### config.mk
export PLATFORM = sky130hd
export DESIGN_NAME = wallace_csa_reducer
export DESIGN_NICKNAME = d
export VERILOG_FILES = /design/src/rtl/wallace_csa_reducer_pkg.sv /design/src/rtl/wallace_csa_reducer_csa_row.sv /design/src/rtl/wallace_csa_reducer.sv
export SDC_FILE = /design/constraint.sdc
export NUM_CORES = 2
export LEC_CHECK = 0
export CAP_MARGIN = 20
export CELL_PAD_IN_SITES_DETAIL_PLACEMENT = 1
export CELL_PAD_IN_SITES_GLOBAL_PLACEMENT = 1
export CORE_MARGIN = 2
export CORE_UTILIZATION = 54
export DETAILED_ROUTE_END_ITERATION = 10
export PLACE_DENSITY_LB_ADDON = 0.25
export REMOVE_ABC_BUFFERS = 1
export SLEW_MARGIN = 20
export SYNTH_ARGS = -nofsm -noshare
export SYNTH_HDL_FRONTEND = slang
export SYNTH_HIERARCHICAL = 1
export SYNTH_SLANG_ARGS = --single-unit
### constraint.sdc
create_clock -name clk -period 5.3 [get_ports clk]
set_input_delay 0.53 -clock clk [delete_from_list [all_inputs] [get_ports clk]]
set_output_delay 0.53 -clock clk [all_outputs]
set_load 0.01 [all_outputs]
### src/rtl/wallace_csa_reducer_pkg.sv
// Shared sizing constants and constant functions that describe the Wallace
// reduction tree: how many rows survive each 3:2 level and where the stages split.
package wallace_pkg;

  localparam int WIDTH_DEF  = 32;
  localparam int TAG_W_DEF  = 4;
  localparam int PROD_W     = 2 * WIDTH_DEF;
  localparam int NUM_LEVELS = 8;
  localparam int PIPE_LAT   = 4;

  // Every full triplet becomes two rows; leftover rows pass through.
  function automatic int next_rows(input int n);
    return 2 * (n / 3) + (n % 3);
  endfunction

  // Row-count table: rows present after level lvl when starting from n0 rows.
  function automatic int rows_at_level(input int n0, input int lvl);
    int n;
    n = n0;
    for (int i = 0; i < lvl; i++) n = next_rows(n);
    return n;
  endfunction

  function automatic int num_levels(input int n0);
    int n;
    int l;
    n = n0;
    l = 0;
    while (n > 2) begin
      n = next_rows(n);
      l++;
    end
    return l;
  endfunction

  // Levels are split evenly across the stages; the last stage ends on the last level.
  function automatic bit is_stage_end(input int lvl, input int levels);
    for (int k = 1; k <= PIPE_LAT; k++) begin
      if (((k * levels + PIPE_LAT - 1) / PIPE_LAT) == lvl) return 1'b1;
    end
    return 1'b0;
  endfunction

endpackage

### src/rtl/wallace_csa_reducer_csa_row.sv
// Vector 3:2 compressor: bitwise full adders, carry vector returned already
// aligned one place left so the next level simply adds it.
module csa_row
  import wallace_pkg::*;
#(
  parameter int W = PROD_W
) (
  input  logic [W-1:0] i_x,
  input  logic [W-1:0] i_y,
  input  logic [W-1:0] i_z,
  output logic [W-1:0] o_sum,
  output logic [W-1:0] o_carry
);

  assign o_sum   = i_x ^ i_y ^ i_z;
  assign o_carry = ((i_x & i_y) | (i_x & i_z) | (i_y & i_z)) << 1;

endmodule

### src/rtl/wallace_csa_reducer.sv
// Pipelined partial-product generation and carry-save reduction to a sum/carry
// pair, with a global-stall valid/ready pipeline and a tag carried alongside.
module wallace_csa_reducer
  import wallace_pkg::*;
#(
  parameter int WIDTH = WIDTH_DEF,
  parameter int TAG_W = TAG_W_DEF
) (
  input  logic               clk,
  input  logic               rst,
  input  logic               in_valid,
  output logic               in_ready,
  input  logic [WIDTH-1:0]   in_a,
  input  logic [WIDTH-1:0]   in_b,
  input  logic [TAG_W-1:0]   in_tag,
  output logic               out_valid,
  input  logic               out_ready,
  output logic [2*WIDTH-1:0] out_sum,
  output logic [2*WIDTH-1:0] out_carry,
  output logic [TAG_W-1:0]   out_tag
);

  localparam int PW     = 2 * WIDTH;
  localparam int LEVELS = (WIDTH == WIDTH_DEF) ? NUM_LEVELS : num_levels(WIDTH);

  // w_lvl: combinational result of each level; w_src: same rows after the
  // optional stage register, i.e. what the following level consumes.
  logic [PW-1:0]       w_lvl [LEVELS+1][WIDTH];
  logic [PW-1:0]       w_src [LEVELS+1][WIDTH];
  logic                w_stall;
  logic [PIPE_LAT-1:0] r_vld;
  logic [TAG_W-1:0]    r_tag [PIPE_LAT];

  genvar gl, gi;

  assign w_stall  = r_vld[PIPE_LAT-1] & ~out_ready;
  assign in_ready = ~w_stall;

  generate
    for (gi = 0; gi < WIDTH; gi++) begin : g_pp
      assign w_lvl[0][gi] = ({{WIDTH{1'b0}}, in_a} & {PW{in_b[gi]}}) << gi;
    end

    for (gl = 1; gl <= LEVELS; gl++) begin : g_level
      localparam int N_IN  = rows_at_level(WIDTH, gl - 1);
      localparam int N_TRI = N_IN / 3;
      localparam int N_OUT = rows_at_level(WIDTH, gl);
      for (gi = 0; gi < N_TRI; gi++) begin : g_csa
        csa_row #(.W(PW)) u_csa (
          .i_x    (w_src[gl-1][3*gi]),
          .i_y    (w_src[gl-1][3*gi+1]),
          .i_z    (w_src[gl-1][3*gi+2]),
          .o_sum  (w_lvl[gl][2*gi]),
          .o_carry(w_lvl[gl][2*gi+1])
        );
      end
      for (gi = 0; gi < N_IN - 3 * N_TRI; gi++) begin : g_pass
        assign w_lvl[gl][2*N_TRI+gi] = w_src[gl-1][3*N_TRI+gi];
      end
      for (gi = N_OUT; gi < WIDTH; gi++) begin : g_zero
        assign w_lvl[gl][gi] = '0;
      end
    end

    for (gl = 0; gl <= LEVELS; gl++) begin : g_stage
      if (gl > 0 && is_stage_end(gl, LEVELS)) begin : g_reg
        localparam int N_LIVE = rows_at_level(WIDTH, gl);
        for (gi = 0; gi < WIDTH; gi++) begin : g_row
          if (gi < N_LIVE) begin : g_live
            logic [PW-1:0] r_row;
            always_ff @(posedge clk) begin
              if (rst) begin
                r_row <= '0;
              end else if (!w_stall) begin
                r_row <= w_lvl[gl][gi];
              end
            end
            assign w_src[gl][gi] = r_row;
          end else begin : g_dead
            assign w_src[gl][gi] = '0;
          end
        end
      end else begin : g_wire
        for (gi = 0; gi < WIDTH; gi++) begin : g_row
          assign w_src[gl][gi] = w_lvl[gl][gi];
        end
      end
    end
  endgenerate

  // Bubbles advance with the data; only a blocked output freezes the pipe.
  always_ff @(posedge clk) begin
    if (rst) begin
      r_vld <= '0;
      for (int k = 0; k < PIPE_LAT; k++) r_tag[k] <= '0;
    end else if (!w_stall) begin
      r_vld    <= {r_vld[PIPE_LAT-2:0], in_valid};
      r_tag[0] <= in_tag;
      for (int k = 1; k < PIPE_LAT; k++) r_tag[k] <= r_tag[k-1];
    end
  end

  assign out_valid = r_vld[PIPE_LAT-1];
  assign out_tag   = r_tag[PIPE_LAT-1];
  assign out_sum   = w_src[LEVELS][0];
  assign out_carry = w_src[LEVELS][1];

endmodule

==> summary.md <==
* setup repair after global routing missed its margin: false
* FF-to-FF End: g_stage[2].g_reg.g_row[4].g_live.r_row[57]$_SDFFE_PP0N_
* achievable frequency: 323 MHz
* post-route ant nets: 0
* CP max FO: 153
* average cell area after synthesis: 9.84 um^2
* launch point of the worst path: r_vld[3]$_SDFFE_PP0N_
* Finished Cell Area: 119,000 um^2
* post-synthesis instance total: 10,800
* Reg2Reg Setup Slack: 2.41 ns
* area added between synthesis and finish: 11.9%
* die footprint: 201,000 um^2
* via count of the first global-routing pass: 88,600
* Hold Path Class: input pin to flip-flop
* number of CTS-inserted buffers: 198
* number of input and output port buffers inserted: 205
* largest vdd supply drop: 0.000389 V
* share of the synthesized area in the top cell type: 35.5%
* LEAKAGE: 0.0528 uW
* kind of launch point of the worst setup path: flip-flop
* Die H: 448 um
* Wirelength per Cell: 20.5 um
* placeable core area: 197,000 um^2
* worst-case hold path end point: g_stage[4].g_reg.g_row[6].g_live.r_row[15]$_SDFFE_PP0N_
* largest net degree at the start of global routing: 226
* cell row count: 163
* post-route setup slack: 2.20 ns
* commonest cells after routing, fill and taps aside: sky130_fd_sc_hd__nand2_1 (3,494), sky130_fd_sc_hd__fa_1 (1,890), sky130_fd_sc_hd__dfxtp_1 (1,764), sky130_fd_sc_hd__a21oi_1 (1,763), sky130_fd_sc_hd__conb_1 (1,054)
* share of cells above drive strength 1: 3.68%
* number of cells traversed by the worst hold path: 2
* Placer Congestion: 0.820
* first-pass GRT wire length: 477 mm
* post-CTS setup buffer count: 0
* hold_buf cts: 0
* Crit path arrival time: 2.57 ns
* Nets: 13,500
* commonest non-fill, non-tap cell in the layout: sky130_fd_sc_hd__nand2_1
* total of warnings raised by yosys: 6
* fin crit share: 58.4%
* number of clock sinks: 1,780
* standard cell area after detailed placement: 113,000 um^2
* post-cts resize count: 0
* CTS Root Cell: sky130_fd_sc_hd__clkbuf_16
* width of the die: 448 um
* worst slack, placed: 1.72 ns
* overall overflow remaining after global route: 0
* Crit Path Category: flip-flop to primary output
* Setup TNS Final: 0 ns
* # H-tree levels: 4
* number of distinct library cells after synthesis: 19
* ratio of routed vias to standard cells: 5.37
* Slew headroom: 23.2%
* count of vias placed by the detailed router: 77,000
* length in cells of the worst reg-to-reg path: 5
* TritonCTS clock tree: built
* power per standard cell area: 403 nW/um^2
* total count of max-transition violations in the final report: 0
* worst-case clock skew: 0.0329 ns
* post-synth top area cell: sky130_fd_sc_hd__fa_1
* setup violators final: 0
* initial core utilization: 54.2%
* first-pass detailed-route iteration total: 5
* max-cap violations: 0
* total detailed-routing wirelength: 294 mm
* number of failing hold endpoints at the final stage: 0
* CP required: 4.77 ns
* synthesis-stage register bit count: 1,780
* run status: complete, no violations
* remaining routing DRC violations: 0
* largest buffer count on any clock path: 3
* Worst R2R Start: r_vld[3]$_SDFFE_PP0N_
* IO Pins: 206
* clock latency on the worst-skew pair: 0.86 ns
* hold slack: 0.229 ns
* final worst path period need: 3.10 ns
* largest cells by area after synthesis: sky130_fd_sc_hd__fa_1 (35%), sky130_fd_sc_hd__dfxtp_1 (33%), sky130_fd_sc_hd__nand2_1 (12%), sky130_fd_sc_hd__a21oi_1 (8.3%), sky130_fd_sc_hd__and2_1 (5.9%)
* CP endpoint kind: primary output
* Initial DRC Count: 4,825
* initial antenna violation count: 23
* worst min-delay path startpoint: rst
* Detailed Place HPWL: 191 mm
* Total GRT Usage: 30.1%
* post-CTS clock slew at the launch and capture registers of the worst setup and hold paths: 0.06 ns
* share of synthesized area occupied by flip-flops and latches: 33.6%
* Synth Cell Area: 107,000 um^2
* Worst-Margin Slew: 1.15 ns
==> cells by family after synthesis <==
family / Yosys count / synth area share (%)
compound gates: 1763 / 8.27
xor+xnor: 30 / 0.669
fa+ha+maj: 1890 / 35.5
buf+inv: 812 / 3.54
flops: 1780 / 33.6
other cells: 31 / 0.109
simple gates: 4539 / 18.4
==> worst max-delay path: stages (launching register included) <==
cell and delay (ns):
sky130_fd_sc_hd__dfxtp_1 0.32, sky130_fd_sc_hd__nor2b_4 0.43, sky130_fd_sc_hd__inv_16 0.27, sky130_fd_sc_hd__clkdlybuf4s50_1 0.61
==> area by class of cell <==
type	instances	area [um^2]
Fill cell	22000	77400
Sequential cell	1780	35800
Tap cell	2640	3300
Inverter	1	20.0
Clock inverter	69	848
Clock buffer	289	5750
Timing Repair Buffer	274	2670
Antenna cell	16	40.0
Multi-Input combinational cell	9276	70900
==> flip-flops by register name, summed over array words and instances (netlist names) <==
name,flops
r_tag,16
out_carry,64
g_stage.g_reg.g_row.g_live.r_row,1632
out_sum,64
r_vld,4
==> per-layer routing <==
metal	GRT usage (%)	wire [um]
met1	37.4	117000
met2	53.2	153000
met3	4.72	15000
met4	10.5	9740
met5	0	143
==> stage by stage <==
step,util (%),total power (uW),instances
finish,60.7,48100,14300
global route,60.6,51400,14300
CTS,60.6,48000,14300
detailed placement,57.3,33400,14000
global placement,57.3,32400,14000
floorplan,-,28200,11100
==> power by group <==
| group | switching (uW) | leakage (uW) | internal, uW | total (uW) |
|---|---|---|---|---|
| registers | 2120 | 0.0147 | 16100 | 18200 |
| clock network | 5890 | 0.00324 | 8280 | 14200 |
| logic | 8610 | 0.0348 | 7050 | 15700 |
| total | 16600 | 0.0528 | 31400 | 48100 |
==> worst max path at each step <==
stage / slack, ns / end / depth (start not counted)
floorplan: -64.62 / g_stage[2].g_reg.g_row[14].g_live.r_row[31]$_SDFFE_PP0N_ / 4
global placement: 1.72 / g_stage[2].g_reg.g_row[8].g_live.r_row[20]$_SDFFE_PP0N_ / 7
detailed placement: 1.72 / g_stage[2].g_reg.g_row[8].g_live.r_row[23]$_SDFFE_PP0N_ / 7
CTS: 2.10 / in_ready / 3
global route: 2.05 / in_ready / 3
finish: 2.20 / in_ready / 3
==> cells in the mapped netlist <==
| library cell | instances |
|---|---|
| sky130_fd_sc_hd__nor2_2 | 1 |
| sky130_fd_sc_hd__buf_4 | 58 |
| sky130_fd_sc_hd__buf_6 | 10 |
| sky130_fd_sc_hd__fa_1 | 1890 |
| sky130_fd_sc_hd__dfxtp_1 | 1764 |
| sky130_fd_sc_hd__nor2_1 | 2 |
| sky130_fd_sc_hd__nor2b_4 | 1 |
| sky130_fd_sc_hd__conb_1 | 31 |
| sky130_fd_sc_hd__buf_8 | 1 |
| sky130_fd_sc_hd__nand3_1 | 32 |
| sky130_fd_sc_hd__inv_4 | 1 |
| sky130_fd_sc_hd__nand2b_1 | 1 |
| sky130_fd_sc_hd__clkbuf_1 | 403 |
| sky130_fd_sc_hd__edfxtp_1 | 16 |
| sky130_fd_sc_hd__nand2_1 | 3494 |
| sky130_fd_sc_hd__buf_2 | 339 |
| sky130_fd_sc_hd__and2_1 | 1008 |
| sky130_fd_sc_hd__a21oi_1 | 1763 |
| sky130_fd_sc_hd__xor3_1 | 30 |
(Power assumes the default switching activity.)
